## src/rtl/trigger_source_arbiter_if.sv

```systemverilog
// Bundle of trigger-arbiter controls and status between the trigger front end and the buffer manager.
// The slave modport is the arbiter's view; master is the driver/observer side.
interface trigger_source_arbiter_if #(
    parameter int NUM_SRC  = 4,
    parameter int CNT_BITS = 16
);
    logic [NUM_SRC-1:0]          trig_i;
    logic [NUM_SRC-1:0]          mask_i;
    logic                        disable_i;
    logic                        dead_i;
    logic [7:0]                  holdoff_i;
    logic                        cnt_clr_i;
    logic                        trig_o;
    logic [NUM_SRC-1:0]          source_o;
    logic [NUM_SRC-1:0]          pending_o;
    logic [NUM_SRC*CNT_BITS-1:0] issued_cnt_o;
    logic [NUM_SRC*CNT_BITS-1:0] drop_cnt_o;

    modport master (
        output trig_i, mask_i, disable_i, dead_i, holdoff_i, cnt_clr_i,
        input  trig_o, source_o, pending_o, issued_cnt_o, drop_cnt_o
    );

    modport slave (
        input  trig_i, mask_i, disable_i, dead_i, holdoff_i, cnt_clr_i,
        output trig_o, source_o, pending_o, issued_cnt_o, drop_cnt_o
    );
endinterface

```

## src/rtl/trigger_source_arbiter.sv

```systemverilog
// Latches trigger-source edges as pending requests and issues one-cycle trigger requests
// by round-robin, with a programmable holdoff and saturating per-source scalers.
module trigger_source_arbiter #(
    parameter int NUM_SRC  = 4,
    parameter int CNT_BITS = 16
) (
    input  logic                      clk250_i,
    input  logic                      rst_i,
    trigger_source_arbiter_if.slave   bus
);
    localparam int IDX_W = (NUM_SRC > 1) ? $clog2(NUM_SRC) : 1;

    localparam logic [1:0] IDLE    = 2'd0;
    localparam logic [1:0] ISSUE   = 2'd1;
    localparam logic [1:0] HOLDOFF = 2'd2;

    logic [1:0]          state;
    logic [7:0]          hold_cnt;
    logic [NUM_SRC-1:0]  trig_q;
    logic [NUM_SRC-1:0]  pending;
    logic [NUM_SRC-1:0]  rise;
    logic [NUM_SRC-1:0]  edge_ok;
    logic [NUM_SRC-1:0]  grant_vec;
    logic [NUM_SRC-1:0]  drop_vec;
    logic [NUM_SRC-1:0]  source_r;
    logic [IDX_W-1:0]    last;
    logic [IDX_W-1:0]    winner;
    logic                found;
    logic                grant;
    logic                trig_r;
    int                  sel;
    logic [CNT_BITS-1:0] issued_cnt [NUM_SRC];
    logic [CNT_BITS-1:0] drop_cnt   [NUM_SRC];

    assign rise    = bus.trig_i & ~trig_q;
    assign edge_ok = rise & ~bus.mask_i & {NUM_SRC{~bus.disable_i}};

    // Search starts just after the last winner and wraps, giving rotating priority.
    always_comb begin
        winner = '0;
        found  = 1'b0;
        sel    = 0;
        for (int i = 1; i <= NUM_SRC; i++) begin
            sel = (int'(last) + i) % NUM_SRC;
            if (!found && pending[IDX_W'(sel)]) begin
                winner = IDX_W'(sel);
                found  = 1'b1;
            end
        end
    end

    assign grant     = (state == IDLE) && (|pending) && !bus.dead_i && !bus.disable_i;
    assign grant_vec = grant ? (NUM_SRC'(1) << winner) : '0;
    assign drop_vec  = edge_ok & pending & ~grant_vec;

    // A new edge in the grant cycle re-arms the request rather than counting as a drop.
    always_ff @(posedge clk250_i) begin
        if (rst_i) begin
            trig_q  <= '0;
            pending <= '0;
        end else begin
            trig_q <= bus.trig_i;
            if (bus.disable_i)
                pending <= '0;
            else
                pending <= (pending & ~grant_vec) | edge_ok;
        end
    end

    always_ff @(posedge clk250_i) begin
        if (rst_i) begin
            state    <= IDLE;
            trig_r   <= 1'b0;
            source_r <= '0;
            last     <= IDX_W'(NUM_SRC - 1);
            hold_cnt <= '0;
        end else begin
            case (state)
                IDLE: begin
                    if (grant) begin
                        state    <= ISSUE;
                        trig_r   <= 1'b1;
                        source_r <= grant_vec;
                        last     <= winner;
                    end
                end
                ISSUE: begin
                    trig_r   <= 1'b0;
                    hold_cnt <= bus.holdoff_i;
                    state    <= (bus.holdoff_i != 8'd0) ? HOLDOFF : IDLE;
                end
                HOLDOFF: begin
                    hold_cnt <= hold_cnt - 8'd1;
                    if (hold_cnt == 8'd1)
                        state <= IDLE;
                end
                default: state <= IDLE;
            endcase
        end
    end

    // Clear takes precedence over any same-cycle increment; counters stick at all-ones.
    always_ff @(posedge clk250_i) begin
        if (rst_i || bus.cnt_clr_i) begin
            for (int k = 0; k < NUM_SRC; k++) begin
                issued_cnt[k] <= '0;
                drop_cnt[k]   <= '0;
            end
        end else begin
            for (int k = 0; k < NUM_SRC; k++) begin
                if (grant_vec[k] && (issued_cnt[k] != '1))
                    issued_cnt[k] <= issued_cnt[k] + CNT_BITS'(1);
                if (drop_vec[k] && (drop_cnt[k] != '1))
                    drop_cnt[k] <= drop_cnt[k] + CNT_BITS'(1);
            end
        end
    end

    for (genvar k = 0; k < NUM_SRC; k++) begin : g_pack
        assign bus.issued_cnt_o[k*CNT_BITS +: CNT_BITS] = issued_cnt[k];
        assign bus.drop_cnt_o[k*CNT_BITS +: CNT_BITS]   = drop_cnt[k];
    end

    assign bus.trig_o    = trig_r;
    assign bus.source_o  = source_r;
    assign bus.pending_o = pending;
endmodule

```

## src/flat_wrapper.sv

```systemverilog
// flat-port wrapper written by rule: the top's interface ports become plain ports
module trigger_source_arbiter_flat 
#(
    parameter int NUM_SRC  = 4,
    parameter int CNT_BITS = 16
)
  (clk250_i, rst_i, bus_trig_i, bus_mask_i, bus_disable_i, bus_dead_i, bus_holdoff_i, bus_cnt_clr_i, bus_trig_o, bus_source_o, bus_pending_o, bus_issued_cnt_o, bus_drop_cnt_o);
  trigger_source_arbiter_if #(.NUM_SRC(NUM_SRC), .CNT_BITS(CNT_BITS)) bus_i ();
  input  logic clk250_i;
  input  logic rst_i;
  input wire logic [$bits(bus_i.trig_i)-1:0] bus_trig_i;
  input wire logic [$bits(bus_i.mask_i)-1:0] bus_mask_i;
  input wire logic [$bits(bus_i.disable_i)-1:0] bus_disable_i;
  input wire logic [$bits(bus_i.dead_i)-1:0] bus_dead_i;
  input wire logic [$bits(bus_i.holdoff_i)-1:0] bus_holdoff_i;
  input wire logic [$bits(bus_i.cnt_clr_i)-1:0] bus_cnt_clr_i;
  output wire logic [$bits(bus_i.trig_o)-1:0] bus_trig_o;
  output wire logic [$bits(bus_i.source_o)-1:0] bus_source_o;
  output wire logic [$bits(bus_i.pending_o)-1:0] bus_pending_o;
  output wire logic [$bits(bus_i.issued_cnt_o)-1:0] bus_issued_cnt_o;
  output wire logic [$bits(bus_i.drop_cnt_o)-1:0] bus_drop_cnt_o;
  assign bus_i.trig_i = bus_trig_i;
  assign bus_i.mask_i = bus_mask_i;
  assign bus_i.disable_i = bus_disable_i;
  assign bus_i.dead_i = bus_dead_i;
  assign bus_i.holdoff_i = bus_holdoff_i;
  assign bus_i.cnt_clr_i = bus_cnt_clr_i;
  assign bus_trig_o = bus_i.trig_o;
  assign bus_source_o = bus_i.source_o;
  assign bus_pending_o = bus_i.pending_o;
  assign bus_issued_cnt_o = bus_i.issued_cnt_o;
  assign bus_drop_cnt_o = bus_i.drop_cnt_o;
  trigger_source_arbiter #(.NUM_SRC(NUM_SRC), .CNT_BITS(CNT_BITS)) u_core (.clk250_i(clk250_i), .rst_i(rst_i), .bus(bus_i));
endmodule
```

## config.mk

```make
export PLATFORM = sky130hd
export DESIGN_NAME = trigger_source_arbiter_flat
export DESIGN_NICKNAME = d
export VERILOG_FILES = /design/src/rtl/trigger_source_arbiter_if.sv /design/src/rtl/trigger_source_arbiter.sv /design/src/flat_wrapper.sv
export SDC_FILE = /design/constraint.sdc
export NUM_CORES = 1
export LEC_CHECK = 0
export BUFFER_PORTS_ARGS = -buffer_cell sky130_fd_sc_hd__buf_2
export CORE_UTILIZATION = 50
export CTS_CLUSTER_DIAMETER = 60
export DETAILED_ROUTE_END_ITERATION = 8
export PLACE_DENSITY_LB_ADDON = 0.12
export SKIP_CTS_REPAIR_TIMING = 1
export SLEW_MARGIN = 40
export SYNTH_ARGS = -nofsm -noshare
export SYNTH_HDL_FRONTEND = slang
export SYNTH_SLANG_ARGS = --single-unit
```

## constraint.sdc

```tcl
create_clock -name clk250_i -period 3.8 [get_ports clk250_i]
set_input_delay 0.76 -clock clk250_i [delete_from_list [all_inputs] [get_ports clk250_i]]
set_output_delay 0.76 -clock clk250_i [all_outputs]
set_load 0.02 [all_outputs]
```

# [Word level (Yosys, flattened, before mapping)]
# Memories as Yosys holds them, arrays and structs flattened.
# Cells that the tools add are included.
[classes] shift=1 mul=0 eq_ne=13 order_cmp=4 n_mux=61 n_div=0 add_sub_neg=13 reduce_logical=29 n_bitwise=19
[op_table] cell="$add A16 B1 Y16 const B" n=8
[op_table] cell="$mux W16" n=8
[op_table] cell="$ne A16 B16 Y1 const B" n=8
[op_table] cell="$mux W1" n=38
[op_table] cell="$and A4 B4 Y4" n=6
[op_table] cell="$lt A2 B4 Y1 const B" n=4
[op_table] cell="$pmux W8 S2" n=1
[op_table] cell="$logic_and A1 B1 Y1" n=14
[op_table] cell="$mux W2" n=7
[op_table] cell="$not A4 Y4" n=3
[op_table] cell="$bmux W1 S2" n=4
[op_table] cell="$eq A8 B1 Y1 const B" n=1
[op_table] cell="$or A1 B1 Y1" n=8
[op_table] cell="$reduce_bool A8 Y1" n=1
[op_table] cell="$sub A8 B1 Y8 const B" n=1
[op_table] cell="$pmux W2 S3" n=1
[op_table] cell="$reduce_and A2 Y1" n=3
[op_table] cell="$logic_not A1 Y1" n=5
[op_table] cell="$add A2 B1 Y2 const B" n=2
[op_table] cell="$add A2 B2 Y2 const B" n=2
[op_table] cell="$mux W4" n=1
[op_table] cell="$ne A2 B1 Y1 const B" n=2
[op_table] cell="$or A4 B4 Y4" n=1
[op_table] cell="$reduce_bool A2 Y1" n=2
[op_table] cell="other kinds (9)" n=9
[word_totals] register_bits=25 output_inout_bits=137 rom_bits=0 in_bits=21 wordCells=149 mem_bits_rw=128 n_memories=2 latchBits=0
[memory_table] memory="u_core.drop_cnt" words=4 word_bits=16 read_ports=4 rd_ports_with_merged_regs=0 write_ports=4 line_no="trigger_source_arbiter.sv:33" source="logic [CNT_BITS-1:0] drop_cnt [NUM_SRC];"
[memory_table] memory="u_core.issued_cnt" words=4 word_bits=16 read_ports=4 rd_ports_with_merged_regs=0 write_ports=4 line_no="trigger_source_arbiter.sv:32" source="logic [CNT_BITS-1:0] issued_cnt [NUM_SRC];"

# [Logic depth before layout (Yosys ltp)]
[logic_depth] depth_word=23 mapped_depth=9 depth_no_buf=7

# [Least setup slack after synthesis]
# No wires, ideal clock.
[synth_path] path_kind="in2reg" start="input port bus_disable_i" end="memory u_core.drop_cnt[0][0] (enable)" path_buffers=0 arrival_time_ps=2672 cell_stages=2 required_time_ps=3389 setup_slack_ps=717 setup_time_ps=411 path_cell_list="or4b_2 > o21ai_0"
[synth_lines] element="start: declaration" line_no="flat_wrapper.sv:13" source="input wire logic [$bits(bus_i.disable_i)-1:0] bus_disable_i;"
[synth_lines] element="end: declaration" line_no="trigger_source_arbiter.sv:33"

==> summary.md <==
| Metric | Value |
|---|---|
| Status | `finished clean` |
| Via-to-Cell Ratio | `5.297` |
| Gate power share | `11.0%` |
| Pre-Repair DR Iteration Count | `4` |
| Final instance area | `9622 µm²` |
| CTS tree | `built` |
| Clk buf depth | `2` |
| Hold Crit Class | `register to register` |
| Initial antenna violation count | `0` |
| Commonest non-fill, non-tap cell in the layout | `buf_2` |
| Max Cap Violations | `0` |
| Fin. Hold Viols | `0` |
| # rows | `46` |
| Area grow syn2layout | `19.28%` |
| # diodes | `0` |
| Synth area leaders | `edfxtp_1, xor2_1, nor2_1` |
| Clock skew | `0.007820 ns` |
| Routability Congestion | `0.8047` |
| First-pass GRT wire length | `27,530 µm` |
| Final period util | `80.18%` |
| # fillers | `1,388` |
| Switch share | `24.66%` |
| Port Buffers | `157` |
| Pwr dens | `430.2 nW/µm²` |
| Reg clk slew, reported paths | `0.06 ns` |
| Commonest cells after routing, fill and taps aside | `buf_2, nor2_1, edfxtp_1` |
| WL met3 | `905 µm` |
| RSZ-0062 raised after global routing | `false` |
| Fin Hold WS | `0.4514 ns` |
| DP Worst Slack | `0.7058 ns` |
| Syn Area/Cell | `10.39 µm²` |
| Core footprint | `15,830 µm²` |
| DR DRC count | `0` |
| Slew HR | `49.37%` |
| Asr flop ratio synth | `0%` |
| Seq pwr share | `48.6%` |
| Die footprint | `16,640 µm²` |
| Initial Util | `50.96%` |
| Ys Warns | `0` |
| Post-Route WL | `17,020 µm` |
| Area leader, netlist | `edfxtp_1` |
| Die W | `129.0 µm` |
| Top FF cell, synth | `edfxtp_1` |
| Root Buffer | `clkbuf_16` |
| TNS Setup | `0 ns` |
| Final net count | `971` |
| Initial DRC count | `342` |
| Data required time of the worst path | `3.80 ns` |
| Tmin final | `3.047 ns` |
| Post-synth EDFFs | `128` |
| Library cells used by synthesis | `59` |
| CP max FO | `17` |
| Fmax | `328.2 MHz` |
| I/O pin count | `158` |
| Share of the synthesized area in the top cell type | `47.65%` |
| Internal power | `3.119 mW` |
| Highest metal used | `met4` |
| Layout cells sized above 1 | `22.34%` |
| Synth Register Bits | `153` |
| Clk network pwr share | `40.3%` |
| Grt total ovfl | `0` |
| Placed cell area | `9029 µm²` |
| Setup crit end kind | `register` |
| WL met1 | `8029 µm` |
| Gr usage total | `21.07%` |
| Worst hold stages | `2` |
| FF-to-FF setup slack | `0.75 ns` |
| Die Y | `129.0 µm` |
| Final core occ | `60.79%` |
| Sequential cell area fraction in the yosys report | `53.85%` |
| CTS sink count | `153` |
| Psw | `1.021 mW` |
| Depth of the most critical reg-to-reg path | `5` |
| Crit path launch type | `register` |
| Routed wire per std cell | `14.61 µm` |
| Via count | `6,171` |
| CP arrival | `3.04 ns` |
| Leakage | `3.663 nW` |
| Vias in the first global route | `5,552` |
| Post-route ant nets | `0` |
| Synthesized area | `8066 µm²` |
| Htree depth | `4` |
| Largest net degree at the start of global routing | `25` |
| Setup WS post-layout | `0.7533 ns` |
| Peak supply drop | `0.3100 mV` |
| Endpoints failing setup | `0` |
| Net Count, Synth | `811` |
| Detail Placement HPWL | `12,090 µm` |
| Clock buffer count from CTS | `17` |
| Clk_lat worst skew | `0.41 ns` |
| Least-Margin Pin Slew | `0.7572 ns` |
| Routed wl met2 | `7840 µm` |
| Post-Synthesis Cells | `776` |
| Slew Limit Fails | `0` |
| Worst Setup Path Type | `register to register` |
-- worst paths after layout --
kind,start,end
setup / recovery,u_core.last[0],u_core.drop_cnt[2][0]
hold / removal,u_core.bus.source_o[1],u_core.bus.source_o[1]
hold reg to reg,u_core.bus.source_o[1],u_core.bus.source_o[1]
setup reg to reg,u_core.last[0],u_core.drop_cnt[2][0]
-- cells in the mapped netlist, types with 2 or more instances --
| cell | number |
|---|---|
| nor4_1 | 6 |
| or3_1 | 3 |
| buf_2 | 4 |
| o22ai_1 | 2 |
| o311ai_2 | 2 |
| nand4_1 | 24 |
| xnor2_1 | 44 |
| nor3_1 | 31 |
| or2_1 | 2 |
| clkbuf_1 | 9 |
| a211o_1 | 2 |
| dfxtp_1 | 25 |
| nor2b_1 | 4 |
| nor3_2 | 2 |
| ha_1 | 14 |
| a22o_1 | 2 |
| inv_1 | 20 |
| and3_1 | 17 |
| mux2i_1 | 2 |
| buf_6 | 5 |
| nand3_1 | 58 |
| and4_1 | 7 |
| a211oi_1 | 5 |
| nand2_1 | 57 |
| a21oi_1 | 20 |
| a31oi_1 | 4 |
| nor2_1 | 152 |
| buf_4 | 4 |
| nand2b_1 | 6 |
| o21ai_0 | 14 |
| or2_2 | 3 |
| a22oi_1 | 3 |
| o211ai_1 | 2 |
| nor3b_1 | 2 |
| or4b_1 | 3 |
| xor2_1 | 66 |
| edfxtp_1 | 128 |
-- registers in the layout, indices dropped and copies added, names as in the netlist --
name / flops
u_core.bus.pending_o: 4
u_core.last: 2
u_core.bus.source_o: 4
u_core.drop_cnt: 64
u_core.issued_cnt: 64
u_core.state: 2
u_core.trig_q: 4
u_core.hold_cnt: 8
u_core.bus.trig_o: 1
-- logic make-up (layout without fill, tap and decap cells) --
logic type | after synthesis | count (layout) | synth area share, %
AND/OR/NAND/NOR | 387 | 387 | 23.10
flip-flops | 153 | 153 | 53.85
adder cells (fa/ha/maj) | 14 | 14 | 2.172
buffers and inverters | 44 | 217 | 2.761
XOR/XNOR | 110 | 110 | 11.94
AO/OA/AOI/OAI | 66 | 66 | 5.926
multiplexers | 2 | 2 | 0.2482
-- metrics by stage --
stage          power, mW  instances
5_1_grt            4.303       1165
3_5_place_dp       2.503       1133
2_1_floorplan      2.356        776
6_report           4.140       1165
3_3_place_gp       2.499       1132
4_1_cts            4.176       1165
-- area by class of cell --
type	instances	area [µm²]	share of cell area, %
Clock buffer	25	495.5	5.150
Clock inverter	7	91.34	0.9493
Inverter	21	78.83	0.8192
Tap cell	216	270.3	2.809
Timing Repair Buffer	164	835.8	8.687
Sequential cell	153	4344	45.15
Multi-Input combinational cell	579	3506	36.44
-- routing by layer --
metal | track usage [%] | vias to the layer above
met5 | 0 | -
met4 | 7.751 | 0
met3 | 4.088 | 18
met2 | 33.26 | 167
met1 | 28.95 | 2911
li1 | - | 3075
-- critical path, cell delays in order (launching register included) --
cell and delay (ns):
dfxtp_1 0.49, nand2b_4 0.23, a21boi_0 0.20, or3_1 0.44, o211ai_2 0.65, nand2_1 0.61
-- power by group through the flow --
stage	combinational, mW	sequential, mW	clock [mW]
after floorplan	0.258	2.10	0
after detailed placement	0.457	2.05	0
final	0.457	2.01	1.67
after CTS	0.459	2.01	1.71
after global placement	0.454	2.04	0
after global routing	0.507	2.03	1.77
(Power assumes the default switching activity.)
